### src/rtl/fifo_uart_tx_pkg.sv
// Shared types for the FIFO-fed UART transmitter.
package uart_pkg;

  typedef enum logic [2:0] {
    IDLE   = 3'd0,
    START  = 3'd1,
    DATA   = 3'd2,
    PARITY = 3'd3,
    STOP   = 3'd4
  } uart_tx_state_e;

  localparam logic TX_IDLE_LVL = 1'b1;

endpackage

### src/rtl/fifo_uart_tx_if.sv
// FIFO read-port bundle between the async FIFO read side and its consumer.
interface fifo_uart_tx_if #(
  parameter int DATA_WIDTH = 8
);
  logic                  rempty;
  logic [DATA_WIDTH-1:0] rdata;
  logic                  rinc;

  // master = consumer popping the FIFO, slave = FIFO read side
  modport master (input rempty, input rdata, output rinc);
  modport slave  (output rempty, output rdata, input rinc);
endinterface

### src/rtl/fifo_uart_tx_baud.sv
// Bit-period timer: modulo-CLKS_PER_BIT counter with a terminal-count tick.
module uart_baud_gen #(
  parameter int CLKS_PER_BIT = 16
) (
  input  logic clk,
  input  logic rst_n,
  input  logic clr,
  output logic tick
);

  localparam int CNT_W = (CLKS_PER_BIT > 1) ? $clog2(CLKS_PER_BIT) : 1;
  localparam logic [CNT_W-1:0] CNT_MAX = CNT_W'(CLKS_PER_BIT - 1);

  logic [CNT_W-1:0] cnt_q;
  logic [CNT_W-1:0] cnt_d;

  assign tick = (cnt_q == CNT_MAX);

  always_comb begin
    if (clr || tick) begin
      cnt_d = '0;
    end else begin
      cnt_d = cnt_q + CNT_W'(1);
    end
  end

  always_ff @(posedge clk or negedge rst_n) begin
    if (!rst_n) begin
      cnt_q <= '0;
    end else begin
      cnt_q <= cnt_d;
    end
  end

endmodule

### src/rtl/fifo_uart_tx.sv
// FIFO read-side UART transmitter: pops one word per frame and serializes it
// LSB first with optional parity, pacing FIFO pops to the line rate.
module fifo_uart_tx
  import uart_pkg::*;
#(
  parameter int DATA_WIDTH   = 8,
  parameter int CLKS_PER_BIT = 16,
  parameter int PARITY_EN    = 1,
  parameter int PARITY_ODD   = 0,
  parameter int STOP_BITS    = 1
) (
  input  logic           clk,
  input  logic           rst_n,
  input  logic           en,
  fifo_uart_tx_if.master fifo,
  output logic           tx,
  output logic           busy
);

  localparam int BIT_W = $clog2(DATA_WIDTH + 1);
  localparam logic [BIT_W-1:0] LAST_DATA = BIT_W'(DATA_WIDTH - 1);
  localparam logic [BIT_W-1:0] LAST_STOP = BIT_W'(STOP_BITS - 1);
  localparam logic PAR_ODD_BIT = (PARITY_ODD != 0) ? 1'b1 : 1'b0;

  function automatic logic frame_parity(input logic [DATA_WIDTH-1:0] data);
    return (^data) ^ PAR_ODD_BIT;
  endfunction

  uart_tx_state_e        state_q, state_d;
  logic [DATA_WIDTH-1:0] shreg_q, shreg_d;
  logic [BIT_W-1:0]      bit_cnt_q, bit_cnt_d;
  logic                  par_q, par_d;
  logic                  tx_q, tx_d;

  logic                  tick_s;
  logic                  pop_s;
  logic                  last_stop_s;
  logic                  baud_clr_s;
  logic [DATA_WIDTH-1:0] shreg_shift_s;

  // Counter is held at zero while idle so the first bit gets a full period.
  assign baud_clr_s = pop_s | (state_q == IDLE);

  uart_baud_gen #(
    .CLKS_PER_BIT (CLKS_PER_BIT)
  ) u_baud (
    .clk   (clk),
    .rst_n (rst_n),
    .clr   (baud_clr_s),
    .tick  (tick_s)
  );

  assign last_stop_s   = (state_q == STOP) & tick_s & (bit_cnt_q == LAST_STOP);
  // rst_n gating keeps rinc low while reset is held with a non-empty FIFO.
  assign pop_s         = rst_n & en & ~fifo.rempty & ((state_q == IDLE) | last_stop_s);
  assign shreg_shift_s = {1'b0, shreg_q[DATA_WIDTH-1:1]};

  assign fifo.rinc = pop_s;
  assign busy      = pop_s | (state_q != IDLE);
  assign tx        = tx_q;

  // Next-state logic: a pop always wins, otherwise advance on bit-period ticks.
  always_comb begin
    state_d   = state_q;
    shreg_d   = shreg_q;
    bit_cnt_d = bit_cnt_q;
    par_d     = par_q;
    tx_d      = tx_q;
    if (pop_s) begin
      state_d   = START;
      shreg_d   = fifo.rdata;
      par_d     = frame_parity(fifo.rdata);
      bit_cnt_d = '0;
      tx_d      = 1'b0;
    end else if (tick_s) begin
      case (state_q)
        START: begin
          state_d   = DATA;
          bit_cnt_d = '0;
          tx_d      = shreg_q[0];
        end
        DATA: begin
          shreg_d = shreg_shift_s;
          if (bit_cnt_q == LAST_DATA) begin
            bit_cnt_d = '0;
            if (PARITY_EN != 0) begin
              state_d = PARITY;
              tx_d    = par_q;
            end else begin
              state_d = STOP;
              tx_d    = TX_IDLE_LVL;
            end
          end else begin
            bit_cnt_d = bit_cnt_q + BIT_W'(1);
            tx_d      = shreg_shift_s[0];
          end
        end
        PARITY: begin
          state_d   = STOP;
          bit_cnt_d = '0;
          tx_d      = TX_IDLE_LVL;
        end
        STOP: begin
          tx_d = TX_IDLE_LVL;
          if (bit_cnt_q == LAST_STOP) begin
            state_d   = IDLE;
            bit_cnt_d = '0;
          end else begin
            bit_cnt_d = bit_cnt_q + BIT_W'(1);
          end
        end
        IDLE: begin
          tx_d = TX_IDLE_LVL;
        end
        default: begin
          state_d   = IDLE;
          bit_cnt_d = '0;
          tx_d      = TX_IDLE_LVL;
        end
      endcase
    end else begin
      state_d = state_q;
    end
  end

  // State and datapath registers; reset drives the line back to idle at once.
  always_ff @(posedge clk or negedge rst_n) begin
    if (!rst_n) begin
      state_q   <= IDLE;
      shreg_q   <= '0;
      bit_cnt_q <= '0;
      par_q     <= 1'b0;
      tx_q      <= TX_IDLE_LVL;
    end else begin
      state_q   <= state_d;
      shreg_q   <= shreg_d;
      bit_cnt_q <= bit_cnt_d;
      par_q     <= par_d;
      tx_q      <= tx_d;
    end
  end

endmodule

### src/flat_wrapper.sv
// flat-port wrapper written by rule: the top's interface ports become plain ports
module fifo_uart_tx_flat import uart_pkg::*;
#(
  parameter int DATA_WIDTH   = 8,
  parameter int CLKS_PER_BIT = 16,
  parameter int PARITY_EN    = 1,
  parameter int PARITY_ODD   = 0,
  parameter int STOP_BITS    = 1
)
  (clk, rst_n, en, tx, busy, fifo_rempty, fifo_rdata, fifo_rinc);
  fifo_uart_tx_if #(.DATA_WIDTH(DATA_WIDTH)) fifo_i ();
  input  logic clk;
  input  logic rst_n;
  input  logic en;
  output logic tx;
  output logic busy;
  input wire logic [$bits(fifo_i.rempty)-1:0] fifo_rempty;
  input wire logic [$bits(fifo_i.rdata)-1:0] fifo_rdata;
  output wire logic [$bits(fifo_i.rinc)-1:0] fifo_rinc;
  assign fifo_i.rempty = fifo_rempty;
  assign fifo_i.rdata = fifo_rdata;
  assign fifo_rinc = fifo_i.rinc;
  fifo_uart_tx #(.DATA_WIDTH(DATA_WIDTH), .CLKS_PER_BIT(CLKS_PER_BIT), .PARITY_EN(PARITY_EN), .PARITY_ODD(PARITY_ODD), .STOP_BITS(STOP_BITS)) u_core (.clk(clk), .rst_n(rst_n), .en(en), .fifo(fifo_i), .tx(tx), .busy(busy));
endmodule
### config.mk
export PLATFORM = sky130hd
export DESIGN_NAME = fifo_uart_tx_flat
export DESIGN_NICKNAME = d
export VERILOG_FILES = /design/src/rtl/fifo_uart_tx_pkg.sv /design/src/rtl/fifo_uart_tx_if.sv /design/src/rtl/fifo_uart_tx_baud.sv /design/src/rtl/fifo_uart_tx.sv /design/src/flat_wrapper.sv
export SDC_FILE = /design/constraint.sdc
export NUM_CORES = 1
export LEC_CHECK = 0
export BUFFER_PORTS_ARGS = -buffer_cell sky130_fd_sc_hd__clkbuf_2
export CAP_MARGIN = 20
export CELL_PAD_IN_SITES_DETAIL_PLACEMENT = 0
export CELL_PAD_IN_SITES_GLOBAL_PLACEMENT = 1
export CORE_MARGIN = 2
export CORE_UTILIZATION = 43
export DETAILED_ROUTE_END_ITERATION = 8
export GPL_ROUTABILITY_DRIVEN = 0
export MAX_ROUTING_LAYER = met4
export PLACE_DENSITY = 0.81
export RECOVER_POWER = 100
export SYNTH_ARGS = -nofsm -noshare
export SYNTH_HDL_FRONTEND = slang
export SYNTH_SLANG_ARGS = --single-unit
### constraint.sdc
create_clock -name clk -period 2.25 [get_ports clk]
set_input_delay 0.3375 -clock clk [delete_from_list [all_inputs] [get_ports clk]]
set_output_delay 0.3375 -clock clk [all_outputs]
set_load 0.05 [all_outputs]
Yosys cells after proc, flatten, opt, wreduce, memory -nomap -nowiden
Cells that the tools add are included.
W data, S select, Z words.
{ "totals": {"inputBits": 12, "n_memories": 0, "word_cells": 54, "latchBits": 0, "reg_bits": 21, "mem_bits_rw": 0, "romBits": 0} }
{ "op_classes": {"mul": 0, "n_mux": 18, "add_sub_neg": 2, "n_eq_ne": 9, "n_div": 0, "bitwise_logic": 9, "order_cmp": 0, "shifts": 0, "n_reduce_logical": 10} }
{ "op_table": {"columns": ["op", "count"], "rows": [
  ["$mux W8", 3],
  ["$mux W4", 5],
  ["$pmux W3 S5", 1],
  ["$mux W3", 4],
  ["$pmux W4 S3", 1],
  ["$add A4 B1 Y4 const B", 2],
  ["$reduce_xor A8 Y1", 1],
  ["$eq A3 B2 Y1 const B", 2],
  ["$and A1 B1 Y1", 5],
  ["$eq A4 B3 Y1 const B", 1],
  ["$eq A4 B4 Y1 const B", 1],
  ["$logic_not A4 Y1", 1],
  ["$reduce_and A2 Y1", 2],
  ["$reduce_and A4 Y1", 1],
  ["$reduce_bool A2 Y1", 2],
  ["$eq A3 B1 Y1 const B", 1],
  ["$eq A3 B3 Y1 const B", 1],
  ["$logic_not A3 Y1", 1],
  ["$mux W1", 3],
  ["$ne A3 B1 Y1 const B", 1],
  ["$ne A3 B2 Y1 const B", 1],
  ["$or A1 B1 Y1", 3],
  ["$reduce_bool A3 Y1", 1],
  ["$ne A2 B1 Y1 const B", 1],
  ["other kinds (3)", 3]
]} }

Depth between registers and ports, before layout
{ "depth": {"ltp_word": 8, "mapped_depth": 7} }

Cells and area by module
A second synthesis with hierarchy kept.
{ "hier_totals": {"hier_cells": 121, "hier_area_um2": 1333.8} }
{ "modules_own_cells": {"columns": ["module", "area_per_inst_um2", "instances", "seq_area_each_um2", "cells_each"], "rows": [
  ["fifo_uart_tx", 1162.4, 1, 426.7, 108],
  ["uart_baud_gen", 171.4, 1, 100.1, 13]
]} }

Worst setup path after synthesis
No wires, ideal clock.
{ "synth_timing": {"kind": "register to output", "from": "register u_core.bit_cnt_q[0]", "to": "output fifo_rinc", "path_slack_ns": 0.275, "path_buffers": 1, "t_arrival_ns": 1.637, "required_time_ns": 1.913, "path_stages_with_launch": 8, "cell_sequence": "dfrtp_1 inv_1 ha_1 or3b_4 o21ai_2 nand2_1 buf_6 inv_1"} }
{ "synth_between": {"elab_chain_cells": 4} }
{ "synth_rtl": {"columns": ["item", "line_no", "source"], "rows": [
  ["start: declaration", "fifo_uart_tx.sv:31", "logic [BIT_W-1:0] bit_cnt_q, bit_cnt_d;"],
  ["start signal: assignment", "fifo_uart_tx.sv:137", "bit_cnt_q <= bit_cnt_d;"],
  ["$logic_not A4 Y1", "fifo_uart_tx.sv:53", "assign last_stop_s = (state_q == STOP) & tick_s & (bit_cnt_q == LAST_STOP);"],
  ["$and A1 B1 Y1", "fifo_uart_tx.sv:53", null],
  ["$or A1 B1 Y1", "fifo_uart_tx.sv:55", "assign pop_s = rst_n & en & ~fifo.rempty & ((state_q == IDLE) | last_stop_s);"],
  ["$and A1 B1 Y1", "fifo_uart_tx.sv:55", null],
  ["end: declaration", "flat_wrapper.sv:19", "output wire logic [$bits(fifo_i.rinc)-1:0] fifo_rinc;"]
]} }
Every way passes these cells.

Worst setup path after layout
{ "layout_timing": {"from": "register u_core.bit_cnt_q[1]", "to": "output fifo_rinc"} }
The elaborated chain is that of the path after synthesis.

==> impl_summary.txt <==
----------------------------------------------------
[Yosys]
  Biggest area consumer among synthesized cells ... sky130_fd_sc_hd__dfrtp_1
  Post-synthesis instance area ... ~1300 sq um
  Register bit total from synthesis ... 21
  Synth Area per Inst ... 11.3 sq um
  Synth warn ... 0
  Count of cell types in the netlist ... 41
  Number of enable flip-flop cells after synthesis ... 0
  Top cells by area, synth ... sky130_fd_sc_hd__dfrtp_1, sky130_fd_sc_hd__mux2_2, sky130_fd_sc_hd__xnor2_1
  Post-synth net total ... 128
  Number of instances in the synthesized netlist ... 113
  Dominant synthesized flop cell ... sky130_fd_sc_hd__dfrtp_1
  Seq/Total Area, Yosys ... 41.2%
  Async set-reset flop share out of synthesis ... between 90% and 100%
  Share of the synthesized area in the top cell type ... approximately two fifths

[Routing]
  Detailed router's first-iteration violation count ... 26
  Final wirelength ... 2240 um
  Count of TritonRoute iterations in the first routing pass ... 4
  Post-DR wirelength/cell ... around 14 um
  Number of antenna-violating nets in the routed design ... 0
  Number of remaining DRC errors ... 0
  Via total after detailed routing ... around 890
  Drt via density ... 5.45

[Global route]
  First-pass GRT wire length ... 3790 um
  Global-route usage over all layers ... between 10 and 15%
  Vias in the first global route ... 894
  Largest net degree at the start of global routing ... 22
  Leftover overflow at the end of global routing ... 0
  Number of antenna violations at the first check in global routing ... 0

[Power and ir drop]
  Power per Cell Area ... 558 nW/um^2
  Leakage power ... 0.642 nW
  Worst ir drop on vdd ... between 300 and 400 uV

[Worst hold path]
  Hold Crit Class ... primary input to flop
  Beginning of the worst hold path ... fifo_rdata[7]

[Clock tree]
  Clock buffer count from CTS ... 3
  Clk sinks ... 21
  Clock network latency to the later pin of the worst-skew pair ... 0.31 ns
  Clock tree from TritonCTS ... yes
  Buffer depth of the longest clock path ... 2
  H-Tree Level Count ... 1
  CTS root buffer ... sky130_fd_sc_hd__clkbuf_4
  # hold bufs at CTS ... 0
  Clock-pin transition on the worst setup and hold timing paths ... 0.12 ns

[Floorplan]
  Core area ... approximately 2800 sq um
  Die X-Extent ... 58.6 um
  Starting Density ... 46.0%
  Std-Cell Rows ... 19
  Total Die Area ... 3430 sq um
  I/O Pins ... 15
  Die boundary height ... 58.6 um

[Timing]
  Maximum operating frequency ... 0.466 GHz
  Largest clock skew in the final design ... between 0.01 and 0.015 ns
  Crit share post-route ... 95.3%
  Normalized max-slew margin ... ~24%
  Final-report setup violation count ... 0
  Post-Route Hold Slack ... 0.260 ns
  Transition time at the pin with the least slew margin ... 1.14 ns
  Final period demand of the worst path ... about 2.1 ns
  Final Hold Viols ... 0
  Final Max Tran Viols ... 0

[Layout]
  Non-filler instance count after layout ... 163
  Nets ... 148
  Final design instance area without fill ... roughly 1400 sq um
  Share of post-route cells with drive strength above 1 ... 34.1%
  Most used cells in the layout excluding fill and tap cells ... sky130_fd_sc_hd__dfrtp_1, sky130_fd_sc_hd__mux2_2, sky130_fd_sc_hd__clkbuf_2
  Most frequent standard cell in the layout excluding fill and tap cells ... sky130_fd_sc_hd__dfrtp_1
  Final core occ ... 51.2%
  ANT cells ... 0
  Growth of design area from synthesis to finish ... 11.2%

[Setup path]
  Kind of start point of the critical path ... flop
  Kind of end point of the critical path ... output port
  Worst Setup SP ... u_core.bit_cnt_q[1]$_DFFE_PN0P_
  Endpoint required time on the critical path ... 1.91 ns
  Arrival time at the worst endpoint ... ~1.8 ns
  R2r startpoint ... u_core.bit_cnt_q[1]$_DFFE_PN0P_
  Critical Setup Path Class ... flop to output port
  Worst-path fanout max ... 5

[Placement]
  Placed Instances ... 157
  Placement-stage cell area ... approximately 1400 sq um
  HPWL after detailed placement ... approximately 1700 um
  Count of buffers from port buffering ... 14

[Run]
  Maxcap violations ... 0

[Outcome]
  Run status ... completed

----------------------------------------------------
==> worst max-delay path: stages (launching register included) <==
cell and delay, ns:
sky130_fd_sc_hd__dfrtp_1 0.45, sky130_fd_sc_hd__inv_1 0.07, sky130_fd_sc_hd__ha_1 0.13, sky130_fd_sc_hd__or3b_4 0.40
sky130_fd_sc_hd__o21ai_2 0.14, sky130_fd_sc_hd__nand2_1 0.09, sky130_fd_sc_hd__inv_1 0.08, sky130_fd_sc_hd__buf_6 0.15
==> layer usage <==
metal  GRT usage, %  vias up  share of wire, %
met5              -        -                 0
met4           3.99        0               1.1
met3           3.96        5               3.8
met2           26.0       13                51
met1           16.7      427                44
li1               -      444                 -
==> path summary, 6_finish.rpt <==
| path | to | slack [ns] | cells after the start |
|---|---|---|---|
| setup / recovery | fifo_rinc | 0.11 | 7 |
| hold / removal | u_core.shreg_q[7]$_DFFE_PN0P_ | 0.26 | 3 |
| setup reg to reg | u_core.bit_cnt_q[3]$_DFFE_PN0P_ | 0.32 | 6 |
| hold reg to reg | u_core.u_baud.cnt_q[0]$_DFF_PN0_ | 0.49 | 1 |
| max in group asynchronous | u_core.bit_cnt_q[0]$_DFFE_PN0P_ | 1.15 | 2 |
| min in group asynchronous | u_core.u_baud.cnt_q[0]$_DFF_PN0_ | 0.35 | 2 |
==> power breakdown <==
part | switching [mW] | total, mW | internal [mW]
Combinational | 0.0713 | 0.160 | 0.0884
Clock | 0.117 | 0.186 | 0.0692
Sequential | 0.0262 | 0.449 | 0.422
==> cell usage after synthesis (all sizes together), types with 2 or more instances <==
cell	n
nand3	3
xor2	2
inv	7
a21oi	4
ha	3
nor3	4
a2111oi	4
mux2	16
buf	3
xnor2	7
nand2	9
nor2b	2
o21ai	3
mux2i	2
nor2	4
nor3b	2
nand3b	3
dfrtp	20
==> sequential cells by signal (all words and copies together), names as in the netlist <==
| signal | flops |
|---|---|
| u_core.state_q | 3 |
| u_core.par_q | 1 |
| u_core.bit_cnt_q | 4 |
| u_core.u_baud.cnt_q | 4 |
| u_core.tx | 1 |
| u_core.shreg_q | 8 |
==> area by class of cell <==
type / instances / area, sq um
well taps: 31 / 38.8
clock buffers: 4 / 26.3
fillers: 259 / 1360
multi-input cells: 81 / 696
repair buffers: 19 / 109
flip-flops and latches: 21 / 528
inverters: 7 / 26.3
==> metrics by stage <==
stage	setup WS [ns]	setup TNS [ns]	total power, mW
4_1_cts	0.0281	0	0.805
2_1_floorplan	0.275	0	0.573
3_3_place_gp	0.379	0	0.613
6_report	0.106	0	0.794
3_5_place_dp	0.301	0	0.620
5_1_grt	-0.0186	-0.0186	0.841
==> kinds of logic after synthesis <==
family / after synthesis / synth area share, %
flops: 21 / 41.2
simple gates: 32 / 15.3
xor+xnor: 9 / 6.16
compound gates: 19 / 14.0
fa+ha+maj: 3 / 2.93
mux: 18 / 15.9
buf+inv: 11 / 4.50
==> repair_timing <==
action / CTS / global route
setup buffers: 0 / 2
endpoints found under the setup margin: 1 / 1
pin swaps: 0 / 0
gates resized for setup: 1 / 3
(Power assumes the default switching activity.)
